### src/rtl/hazard_ctrl_pkg.sv
// Shared opcodes, bypass encodings and register-use tag type for the hazard controller.
package hazard_ctrl_pkg;

  localparam int unsigned XLEN   = 32;
  localparam int unsigned REG_W  = 5;
  localparam int unsigned OP_W   = 7;

  localparam logic [OP_W-1:0] OP_RCC   = 7'b0110011;
  localparam logic [OP_W-1:0] OP_MCC   = 7'b0010011;
  localparam logic [OP_W-1:0] OP_LCC   = 7'b0000011;
  localparam logic [OP_W-1:0] OP_SCC   = 7'b0100011;
  localparam logic [OP_W-1:0] OP_BCC   = 7'b1100011;
  localparam logic [OP_W-1:0] OP_JAL   = 7'b1101111;
  localparam logic [OP_W-1:0] OP_JALR  = 7'b1100111;
  localparam logic [OP_W-1:0] OP_LUI   = 7'b0110111;
  localparam logic [OP_W-1:0] OP_AUIPC = 7'b0010111;

  localparam logic [XLEN-1:0] NOP_INST = 32'h0000_0013;

  typedef enum logic [1:0] {
    BYP_NONE = 2'b00,
    BYP_MX   = 2'b01,
    BYP_WX   = 2'b10
  } bypass_e;

  typedef struct packed {
    logic [REG_W-1:0] rs1;
    logic [REG_W-1:0] rs2;
    logic [REG_W-1:0] rd;
    logic             uses_rs1;
    logic             uses_rs2;
    logic             writes_rd;
    logic             is_load;
  } hz_tag_t;

  localparam hz_tag_t TAG_NULL = '0;

  // Execute-stage source select; a load in M is never a bypass source (load-use stall covers it).
  function automatic bypass_e bypass_sel(input logic uses, input logic [REG_W-1:0] rs,
                                         input hz_tag_t m_tag, input hz_tag_t w_tag);
    bypass_e sel;
    sel = BYP_NONE;
    if (uses && m_tag.writes_rd && !m_tag.is_load && (m_tag.rd == rs)) begin
      sel = BYP_MX;
    end else if (uses && w_tag.writes_rd && (w_tag.rd == rs)) begin
      sel = BYP_WX;
    end
    return sel;
  endfunction

endpackage

### src/rtl/hazard_ctrl_tag_decode.sv
// Combinational instruction -> register-use tag decoder.
module hz_tag_decode
  import hazard_ctrl_pkg::*;
(
  input  logic [XLEN-1:0] i_inst,
  output hz_tag_t         o_tag
);

  logic [OP_W-1:0] w_op;
  logic            w_unused_bits;

  assign w_op          = i_inst[6:0];
  assign w_unused_bits = ^{i_inst[31:25], i_inst[14:12]};

  always_comb begin
    o_tag = TAG_NULL;
    unique case (w_op)
      OP_RCC: begin
        o_tag.uses_rs1  = 1'b1;
        o_tag.uses_rs2  = 1'b1;
        o_tag.writes_rd = 1'b1;
      end
      OP_MCC, OP_JALR: begin
        o_tag.uses_rs1  = 1'b1;
        o_tag.writes_rd = 1'b1;
      end
      OP_LCC: begin
        o_tag.uses_rs1  = 1'b1;
        o_tag.writes_rd = 1'b1;
        o_tag.is_load   = 1'b1;
      end
      OP_SCC, OP_BCC: begin
        o_tag.uses_rs1  = 1'b1;
        o_tag.uses_rs2  = 1'b1;
      end
      OP_LUI, OP_AUIPC, OP_JAL: begin
        o_tag.writes_rd = 1'b1;
      end
      default: o_tag = TAG_NULL;
    endcase

    // Register fields are only meaningful for recognised opcodes; x0 is never a destination.
    if (o_tag.uses_rs1 || o_tag.uses_rs2 || o_tag.writes_rd) begin
      o_tag.rs1 = i_inst[19:15];
      o_tag.rs2 = i_inst[24:20];
      o_tag.rd  = i_inst[11:7];
      if (i_inst[11:7] == '0) begin
        o_tag.writes_rd = 1'b0;
      end
    end
  end

endmodule

### src/rtl/hazard_ctrl.sv
// Hazard/forwarding controller: shadow X/M/W tag pipeline, bypass selects,
// load-use stall, branch flush and saturating performance counters.
module hazard_ctrl
  import hazard_ctrl_pkg::*;
#(
  parameter int unsigned CNT_W = 16
) (
  input  logic             clk,
  input  logic             reset,
  input  logic [XLEN-1:0]  inst_d,
  input  logic             pc_sel_x,
  output logic             stall_f,
  output logic             stall_d,
  output logic             bubble_x,
  output logic             flush_d,
  output logic [1:0]       rs1_bypass,
  output logic [1:0]       rs2_bypass,
  output logic             rs1_wd,
  output logic             rs2_wd,
  output logic [CNT_W-1:0] stall_count,
  output logic [CNT_W-1:0] flush_count
);

  localparam logic [CNT_W-1:0] CNT_MAX = {CNT_W{1'b1}};

  hz_tag_t          w_tag_d;
  hz_tag_t          r_tag_x;
  hz_tag_t          r_tag_m;
  hz_tag_t          r_tag_w;
  logic             w_load_use;
  logic [CNT_W-1:0] r_stall_cnt;
  logic [CNT_W-1:0] r_flush_cnt;

  hz_tag_decode u_dec_d (
    .i_inst (inst_d),
    .o_tag  (w_tag_d)
  );

  // Shadow tag pipeline; a bubbled X slot carries the null tag.
  always_ff @(posedge clk) begin
    if (reset) begin
      r_tag_x <= TAG_NULL;
      r_tag_m <= TAG_NULL;
      r_tag_w <= TAG_NULL;
    end else begin
      r_tag_x <= bubble_x ? TAG_NULL : w_tag_d;
      r_tag_m <= r_tag_x;
      r_tag_w <= r_tag_m;
    end
  end

  // Hazard detection and control; a redirect overrides a pending load-use stall.
  always_comb begin
    w_load_use = 1'b0;
    stall_f    = 1'b0;
    stall_d    = 1'b0;
    bubble_x   = 1'b0;
    flush_d    = 1'b0;

    w_load_use = r_tag_x.is_load && r_tag_x.writes_rd &&
                 ((w_tag_d.uses_rs1 && (w_tag_d.rs1 == r_tag_x.rd)) ||
                  (w_tag_d.uses_rs2 && (w_tag_d.rs2 == r_tag_x.rd)));

    if (pc_sel_x) begin
      flush_d  = 1'b1;
      bubble_x = 1'b1;
    end else if (w_load_use) begin
      stall_f  = 1'b1;
      stall_d  = 1'b1;
      bubble_x = 1'b1;
    end
  end

  // Execute bypass selects and W->D regfile bypass.
  always_comb begin
    rs1_bypass = 2'(bypass_sel(r_tag_x.uses_rs1, r_tag_x.rs1, r_tag_m, r_tag_w));
    rs2_bypass = 2'(bypass_sel(r_tag_x.uses_rs2, r_tag_x.rs2, r_tag_m, r_tag_w));
    rs1_wd     = w_tag_d.uses_rs1 && r_tag_w.writes_rd && (r_tag_w.rd == w_tag_d.rs1);
    rs2_wd     = w_tag_d.uses_rs2 && r_tag_w.writes_rd && (r_tag_w.rd == w_tag_d.rs2);
  end

  // Saturating performance counters.
  always_ff @(posedge clk) begin
    if (reset) begin
      r_stall_cnt <= '0;
      r_flush_cnt <= '0;
    end else begin
      if (stall_d && (r_stall_cnt != CNT_MAX)) begin
        r_stall_cnt <= r_stall_cnt + CNT_W'(1);
      end
      if (flush_d && (r_flush_cnt != CNT_MAX)) begin
        r_flush_cnt <= r_flush_cnt + CNT_W'(1);
      end
    end
  end

  assign stall_count = r_stall_cnt;
  assign flush_count = r_flush_cnt;

endmodule

### config.mk
export PLATFORM = sky130hd
export DESIGN_NAME = hazard_ctrl
export DESIGN_NICKNAME = d
export VERILOG_FILES = /design/src/rtl/hazard_ctrl_pkg.sv /design/src/rtl/hazard_ctrl_tag_decode.sv /design/src/rtl/hazard_ctrl.sv
export SDC_FILE = /design/constraint.sdc
export NUM_CORES = 1
export LEC_CHECK = 0
export CAP_MARGIN = 20
export CORE_MARGIN = 2
export CORE_UTILIZATION = 30
export CTS_CLUSTER_DIAMETER = 200
export DETAILED_ROUTE_END_ITERATION = 8
export HOLD_SLACK_MARGIN = 0.12
export PLACE_DENSITY = 0.6
export SETUP_SLACK_MARGIN = 0.3
export SLEW_MARGIN = 20
export SYNTH_ARGS = -nofsm -noshare
export SYNTH_HDL_FRONTEND = slang
export SYNTH_SLANG_ARGS = --single-unit
### constraint.sdc
create_clock -name clk -period 3.38 [get_ports clk]
set_input_delay 0.845 -clock clk [delete_from_list [all_inputs] [get_ports clk]]
set_output_delay 0.845 -clock clk [all_outputs]
set_load 0.02 [all_outputs]
[Word level (Yosys, flattened, before mapping)]
Cells that the tools add are included.
Operators by class
  reduce and logical (&&, ||, !) cells: 30
  $add $sub $neg: 2
  muxes and demuxes: 15
  bitwise logic cells: 1
  equality and inequality tests: 19
Operator list (number)
  == test 5 bit: 8
  adder 16 x 1 -> 16 bit (second input constant): 2
  inequality test 16 bit (second input constant): 2
  == test 7 x 6 -> 1 bit (second input constant): 3
  == test 7 bit (second input constant): 3
  logical AND 1 bit: 20
  2-to-1 mux 15 bit: 1
  == test 7 x 5 -> 1 bit (second input constant): 2
  2-to-1 mux 1 bit: 10
  2-to-1 mux 2 bit: 4
  == test 7 x 2 -> 1 bit (second input constant): 1
  OR reduction 7 bit: 1
  OR reduction 3 bit: 2
  OR reduction 6 bit: 1
  logical NOT 5 bit: 1
  logical OR 1 bit: 3
  OR reduction 2 bit: 1
  logical NOT 1 bit: 1
  NOT 1 bit: 1
Storage, ports and cells
  word-level logic and storage cells: 81
  register bits: 64

[Logic depth before layout (Yosys ltp)]
Gate-level depths: netlist of run 1.
  word-level depth: 13
  gate-level depth with buffers: 11
  gate-level depth less buffers: 8

[Modules after synthesis]
A second synthesis of run 1 with hierarchy kept.
Second synthesis, totals
  cell total of the unflattened synthesis: 367
  area, all modules: 3275.6 um^2
By module, submodules not included
  hazard_ctrl: times used 1, area an instance 3024.2 um^2, sequential area each 1281.2 um^2, cells an instance 334
  hz_tag_decode: times used 1, area an instance 251.5 um^2, sequential area each 0.0 um^2, cells an instance 33

[Worst setup path after synthesis of run 1]
No wires, ideal clock.
  path kind: input port to output port
  start: in inst_d[6]
  end: out rs2_wd
  arrival: 2673 ps
  cell stages on the path: 8
  slack: -138 ps
  buffers on the path: 2
  path through: buf_4 a21boi_1 a2111o_1 clkbuf_1 nor2_1 o32ai_1 nand4_1 nor3_1
On the way
  word-level cells in the longest chain between the ends: 8
  elaborated cells between the ends (all ways): 21
  classes of those cells: 10 x eq/ne; 4 x mux; 7 x reduce/logical
RTL lines
  from (decl): RTL line hazard_ctrl.sv:10  | input logic [XLEN-1:0] inst_d,
  == test 7 x 5 -> 1 bit (tied with other cells): RTL line hazard_ctrl_tag_decode.sv:17  | unique case (w_op)
  OR reduction 6 bit (no line) / OR reduction 3 bit (equally long branches)
  2-to-1 mux 1 bit: RTL line hazard_ctrl_tag_decode.sv:17
  logical OR 1 bit (2 in series): RTL line hazard_ctrl_tag_decode.sv:43  | if (o_tag.uses_rs1 || o_tag.uses_rs2 || o_tag.writes_rd) begin
  2-to-1 mux 15 bit: RTL line hazard_ctrl_tag_decode.sv:43
  == test 5 bit: RTL line hazard_ctrl.sv:79  | rs2_wd = w_tag_d.uses_rs2 && r_tag_w.writes_rd && (r_tag_w.rd == w_tag_d.rs2);
  logical AND 1 bit *: RTL line hazard_ctrl.sv:79
  to (decl): RTL line hazard_ctrl.sv:19  | output logic rs2_wd,
Mark *: on every way between the ends. The rest lies on a longest branch, timed or not.

[Final worst setup path of run 1]
  start: in inst_d[6]
  end: out bubble_x
On the way
  word-level cells in the longest chain between the ends: 12
  elaborated cells between the ends (all ways): 26
  classes of those cells: 11 x eq/ne; 6 x mux; 9 x reduce/logical
RTL lines
  == test 7 x 5 -> 1 bit (tied with other cells): RTL line hazard_ctrl_tag_decode.sv:17
  OR reduction 6 bit (no line) / OR reduction 3 bit (equally long branches)
  2-to-1 mux 1 bit: RTL line hazard_ctrl_tag_decode.sv:17
  logical OR 1 bit (2 in series): RTL line hazard_ctrl_tag_decode.sv:43
  2-to-1 mux 15 bit: RTL line hazard_ctrl_tag_decode.sv:43
  == test 5 bit, on equally long branches: RTL line hazard_ctrl.sv:61, hazard_ctrl.sv:62
  logical AND 1 bit, on equally long branches: RTL line hazard_ctrl.sv:61, hazard_ctrl.sv:62
  logical OR 1 bit *: RTL line hazard_ctrl.sv:61  | ((w_tag_d.uses_rs1 && (w_tag_d.rs1 == r_tag_x.rd)) ||
  logical AND 1 bit *: RTL line hazard_ctrl.sv:60  | w_load_use = r_tag_x.is_load && r_tag_x.writes_rd &&
  2-to-1 mux 1 bit *: RTL line hazard_ctrl.sv:67  | end else if (w_load_use) begin
  2-to-1 mux 1 bit *: RTL line hazard_ctrl.sv:64  | if (pc_sel_x) begin
  to (decl): RTL line hazard_ctrl.sv:14  | output logic bubble_x,
Marked as above.

==> impl_metrics.tcl, run 1 <==
set metrics [dict create \
    vias 3131 \
    fin_nets 525 \
    synth_cells 379 \
    coreArea_sq_um 10700 \
    num_rows 38 \
    die_h_microns 108 \
    routedWlPerCell_microns 14.6 \
    vdd_drop_max_uv 219 \
    yosys_warnings 0 \
    ys_async_sr_fraction_pct 0 \
    antennaDiodeCount 0 \
    setup_viol 1 \
    wl_microns 9220 \
    grt_max_degree 45 \
    critPathRequiredTime_ps 2530 \
    synth-seq-area-share_pct 39.1 \
    arrival_ps 2540 \
    synthDistinctLibCells 52 \
    cap_violations 0 \
    grt_pass1_wl_microns 14400 \
    clockBufferDepth 2 \
    place_ws_ps -805 \
    syn_area_sq_um 3280 \
    die_area_sq_um 11800 \
    htreeDepth 3 \
    n_fill_cell 1079 \
    area.growth.synth_to_final_pct 47.3 \
    cts_hold_buf 0 \
    p_switching_uw 400 \
    fin_crit_sh_pct 100 \
    hold_ws_ps 466 \
    clk_pin_slew_ps 70 \
    tightest_slew_ps 841 \
    dp_hpwl_microns 6500 \
    grt_pass1_vias 3026 \
    switching_share_pct 24.1 \
    total_leakage_power_uw 0.00176 \
    cts_tree "done" \
    fmax_mhz 295 \
    synth_edf_count 0 \
    pwr-share-seq_pct 46.1 \
    min_period_ps 3390 \
    failed_checks "setup timing" \
    dieWidth_microns 108 \
    layout_setup_ws_ps -5.78 \
    synthTopCellsByArea "dfxtp_1, xnor2_1, nor2_1" \
    gp_congestion 0.880 \
    clock_latency_ps 340 \
    hold_viol_final 0 \
    pwr_density_cell_nw_per_um2 344 \
    yosys.area.top_type "dfxtp_1" \
    status "finished, violations left" \
    p_comb_share_pct 10.1 \
    cts-buffers-inserted 9 \
    cp_max_fo 5 \
    grt_overflow 0 \
    power.total_uw 1660 \
    grt_setup_unrepaired "true" \
    power.internal_uw 1260 \
    clockRootBuffer "clkbuf_8" \
    end_kind "output port" \
    skew_ps 11.0 \
    cts.sinks 64 \
    dr.pass1.iters 6 \
    synth_ff_type "dfxtp_1" \
    ios 77 \
    route.detailed.drc 0 \
    slew_headroom_pct 44.0 \
    fin_util_pct 44.9 \
    vias_per_cell 4.95 \
    synth_nets 416 \
    port_buffers 66 \
    critPathLaunchType "input pin" \
    antenna_found_initial 0 \
    clkPwrFrac_pct 43.8 \
    layout-drive-gt1-share_pct 22.7 \
    critical_path_class "in2out" \
    grt.total_usage_pct 15.5 \
    drv_slew 0 \
    netlist.area_leader.share_pct 39.1 \
    detail-route-antenna-nets 0 \
    hp-class "reg2reg" \
    syn_avg_cell_area_sq_um 8.64 \
    drt_iter0_markers 111 \
    ys_ff_latch 64 \
    initial_core_util_pct 30.5 \
]
-- worst max-delay path, stage by stage --
cell and delay (ps):
buf_8 110, buf_6 120, a2111oi_4 430, buf_6 160, buf_6 120, a21o_1 160
a22oi_2 100, a311o_1 340, buf_6 160
-- final timing paths --
check	slack (ps)	end	cells past startpoint	start
setup reg to reg	710	stall_count[2]$_SDFFE_PP0P_	8	stall_count[2]$_SDFFE_PP0P_
hold / removal	470	r_tag_w[1]$_SDFF_PP0_	1	r_tag_m[1]$_SDFF_PP0_
hold reg to reg	470	r_tag_w[1]$_SDFF_PP0_	1	r_tag_m[1]$_SDFF_PP0_
setup / recovery	-6	bubble_x	9	inst_d[6]
-- kinds of logic after synthesis --
family / synth area share [%]
adders and majority gates: 0.764
AOI/OAI and AO/OA: 11.8
DFF: 39.1
buffers and inverters: 4.24
muxes: 1.64
xor gates and xnor gates: 11.8
and+or+nand+nor: 30.7
-- per-stage QoR --
| step | TNS (ps) | area (sq um) | instances |
|---|---|---|---|
| 3_3_place_gp | -8370 | 4310 | 602 |
| 5_1_grt | -207 | 4820 | 633 |
| 2_1_floorplan | 0 | 3340 | 379 |
| 6_report | -5.78 | 4820 | 633 |
| 4_1_cts | 0 | 4690 | 630 |
| 3_5_place_dp | -9030 | 4310 | 602 |
-- layout by cell type, fill, tap and decap left out, types with 11 or more instances in the layout --
master	count
dfxtp_1	64
clkdlybuf4s50_1	46
nor2_1	41
buf_4	40
xnor2_1	30
nand2_1	22
nor2b_1	20
nand3_1	20
buf_6	18
and2_1	16
nand4_1	13
xor2_1	13
o21ai_1	12
nor3_1	11
-- Yosys cell counts (3+ instances only) --
cell type / number
clkbuf_1: 10
xor2_1: 13
nand4_1: 13
inv_1: 8
nor3_1: 14
and2_1: 16
nor4bb_1: 3
nand2_1: 24
nor2_1: 43
buf_4: 6
xnor2_1: 31
nor2b_1: 20
o21ai_1: 9
nor4_1: 5
and4_1: 3
a21oi_1: 9
nand3_1: 20
or3_1: 9
or4_1: 3
and3_1: 5
dfxtp_1: 64
a31oi_1: 4
o21ai_0: 10
-- power by group through the flow --
| stage | Combinational (uW) | Sequential, uW | Clock (uW) |
|---|---|---|---|
| 2_1_floorplan | 65.2 | 784 | 0 |
| 3_3_place_gp | 143 | 782 | 0 |
| 3_5_place_dp | 145 | 782 | 0 |
| 4_1_cts | 159 | 764 | 749 |
| 5_1_grt | 180 | 765 | 781 |
| 6_report | 167 | 765 | 726 |
-- layer usage --
metal / wire, microns / vias up / part of all wire (%) / global-route usage [%]
met3: 461 / 13 / 5.0 / 4.34
met2: 4500 / 85 / 49 / 26.1
met4: 146 / 0 / 1.6 / 5.04
li1: - / 1547 / - / -
met1: 4110 / 1486 / 45 / 19.2
met5: 0 / - / 0 / 0
-- timing repair --
action / in CTS / in global routing
pin swaps: 12 / 7
setup endpoints to repair: 30 / 14
setup buffers: 12 / 2
cloned: 0 / 1
gates resized for setup: 84 / 25
-- sequential cells by signal (all words and copies together), names as in the netlist --
register	count
flush_count	16
r_tag_m	7
r_tag_w	6
r_tag_x	19
stall_count	16
-- area by class of cell --
cell class	instances	area (sq um)	share of cell area, %
multi-input cells	289	2050	42.4
repair buffers	116	1070	22.2
clock inverters	7	96.3	2.00
well taps	140	175	3.63
inverters	8	30.0	0.622
clock buffers	9	124	2.57
flip-flops and latches	64	1280	26.6
(Power assumes the default switching activity.)
==> inputs of run 2 (changes only) <==
--- a/config.mk
+++ b/config.mk
@@ -5,7 +5,7 @@
 export SDC_FILE = /design/constraint.sdc
 export NUM_CORES = 1
 export LEC_CHECK = 0
-export CAP_MARGIN = 20
+export ABC_AREA = 1
 export CORE_MARGIN = 2
 export CORE_UTILIZATION = 30
 export CTS_CLUSTER_DIAMETER = 200
==> impl_metrics.tcl, run 2 <==
set metrics [dict create \
    status "completed" \
    cap_violations 0 \
    critical_path_class "in2out" \
    fin_crit_sh_pct 96.0 \
    routedWlPerCell_microns 13.4 \
    cts-buffers-inserted 9 \
    min_period_ps 3250 \
    hold_ws_ps 440 \
    antennaDiodeCount 0 \
    vias_per_cell 4.71 \
    cp_max_fo 5 \
    synth_ff_type "dfxtp_1" \
    skew_ps 16.4 \
    area.growth.synth_to_final_pct 43.5 \
    clockRootBuffer "clkbuf_8" \
    pwr_density_cell_nw_per_um2 365 \
    syn_avg_cell_area_sq_um 6.77 \
    slew_headroom_pct 71.4 \
    grt.total_usage_pct 17.2 \
    layout.area.seq_sq_um 1280 \
    htreeDepth 3 \
    synthDistinctLibCells 35 \
    path_cells "buf_6, nor3_4, nand2_4, nand3_4, nand2_2, buf_4, xor2_1, o2111ai_1, nor3_1, buf_4" \
    fmax_mhz 308 \
    reg2reg_from "flush_count[0]$_SDFFE_PP0P_" \
    ys_ff_latch 64 \
    coreArea_sq_um 10800 \
    hp-class "reg2reg" \
    syn_area_sq_um 3300 \
    cts_tree "done" \
    yosysMostFrequentCell "nor2_1" \
    vdd_drop_max_uv 154 \
    fin_nets 617 \
    drt_iter0_markers 104 \
    setup_viol 0 \
    final_common_cell "nor2_1" \
    crit_slowest_cell "nor3_4" \
    vias 3418 \
    total_leakage_power_uw 0.00201 \
    cpPeakStageDelay_ps 280 \
    netlist.area_leader.share_pct 38.9 \
    detail-route-antenna-nets 0 \
    layout_setup_ws_ps 135 \
    antenna_found_initial 0 \
    synth-seq-area-share_pct 38.9 \
    grt_pass1_wl_microns 15900 \
    layout-drive-gt1-share_pct 15.9 \
    drv_slew 0 \
    grt_max_degree 21 \
    grt_overflow 0 \
    die_area_sq_um 11800 \
    clk_pin_slew_ps 70 \
    yosys-top-cells-count "nor2_1, inv_1, nand2_1" \
    initial_core_util_pct 30.5 \
    tightest_slew_ps 429 \
    placed_cells 700 \
    multi_input_area_sq_um 1820 \
    hold_viol_final 0 \
    port_buffers 66 \
    worst_path_most_repeated_cell "buf_4" \
    yosys.area.top_type "dfxtp_1" \
    synth_edf_count 0 \
    holdCritStartpoint "r_tag_x[1]$_SDFF_PP0_" \
    end_kind "output port" \
    yosys_warnings 0 \
    critPathRequiredTime_ps 2530 \
    clock_latency_ps 350 \
    dieWidth_microns 109 \
    path_delay_family "simple AND/OR/NAND/NOR gates" \
    cts_hold_buf 0 \
    worstSetupStartpoint "inst_d[3]" \
    ys_async_sr_fraction_pct 0 \
    gp_congestion 0.840 \
    n_fill_cell 1072 \
    final_cell_mix "nor2_1, inv_1, nand2_1" \
    clockBufferDepth 2 \
    synth_cells 487 \
    critPathLaunchType "input pin" \
    arrival_ps 2400 \
    cts.sinks 64 \
    grt_setup_unrepaired "true" \
    dp_hpwl_microns 6950 \
    cp_num_buf_inv 3 \
    num_rows 38 \
    dr.pass1.iters 4 \
    route.detailed.drc 0 \
    instances_no_fill 725 \
    largest_reg_flops 19 \
    die_h_microns 109 \
    ios 77 \
    place_ws_ps -877 \
    synth_nets 524 \
    regMostFlops "r_tag_x" \
    synthTopCellsByArea "dfxtp_1, nor2_1, inv_1" \
    wl_microns 9680 \
    grt_pass1_vias 3359 \
]
## run 2: changes by cell type after synthesis, moves of 9 or more
cell	change
and2_1	-16
inv_1	+75
nand2_1	+58
nor2_1	+55
nor2b_1	-20
o21ai_0	+13
or3_1	-9
xnor2_1	-24
## run 2: metal layers
layer / track usage [%] / wire length [microns] / vias up
met3: 4.90 / 470 / 12
met5: 0 / 0 / -
met2: 29.5 / 4620 / 72
li1: - / - / 1748
met4: 4.95 / 102 / 0
met1: 20.9 / 4490 / 1586
## run 2: cell families after synthesis
kind of cell               share of synthesized area, %
xor gates and xnor gates                           3.98
and+or+nand+nor                                    33.5
buffers and inverters                              11.8
DFF                                                38.9
adders and majority gates                         0.759
AOI/OAI and AO/OA                                  11.0
## run 2: final timing paths
check | end | slack (ps) | depth (start not counted)
worst max register to register | flush_count[15]$_SDFFE_PP0P_ | 1190 | 13
worst max-delay path | rs2_wd | 130 | 10
worst min register to register | r_tag_m[1]$_SDFF_PP0_ | 440 | 2
worst min-delay path | r_tag_m[1]$_SDFF_PP0_ | 440 | 2
## run 2: worst min-delay path, delay by kind of cell (launching register included)
kind	cells	cell delay, ps
buffers and inverters	1	50
DFF	1	310
and+or+nand+nor	1	40
## run 2: per-stage QoR
stage	power, uW	setup TNS, ps	cell area [sq um]	utilization, %
floorplan	834	0	3310	-
global placement	896	-3900	4220	39.1
detailed placement	898	-4340	4220	39.1
CTS	1740	0	4660	43.2
global route	1780	0	4730	43.8
finish	1730	0	4730	43.8
## run 2: area by class of cell
class / instances / share of cell area [%]
clock buffers: 11 / 2.99
clock inverters: 5 / 2.20
well taps: 140 / 3.70
multi-input cells: 328 / 38.5
flip-flops and latches: 64 / 27.1
inverters: 83 / 6.59
repair buffers: 94 / 19.0
## run 2: power by group
part	switching (uW)	internal [uW]	leakage, uW
Clock	311	511	0.000124
Combinational	76.3	65.0	0.00137
Sequential	4.74	758	0.000516
## run 2: timing repair
action / in CTS / in global routing
setup buffers: 5 / 2
pin swaps: 15 / 11
setup endpoints to repair: 6 / 8
gates cloned: 2 / 0
gates resized for setup: 100 / 16
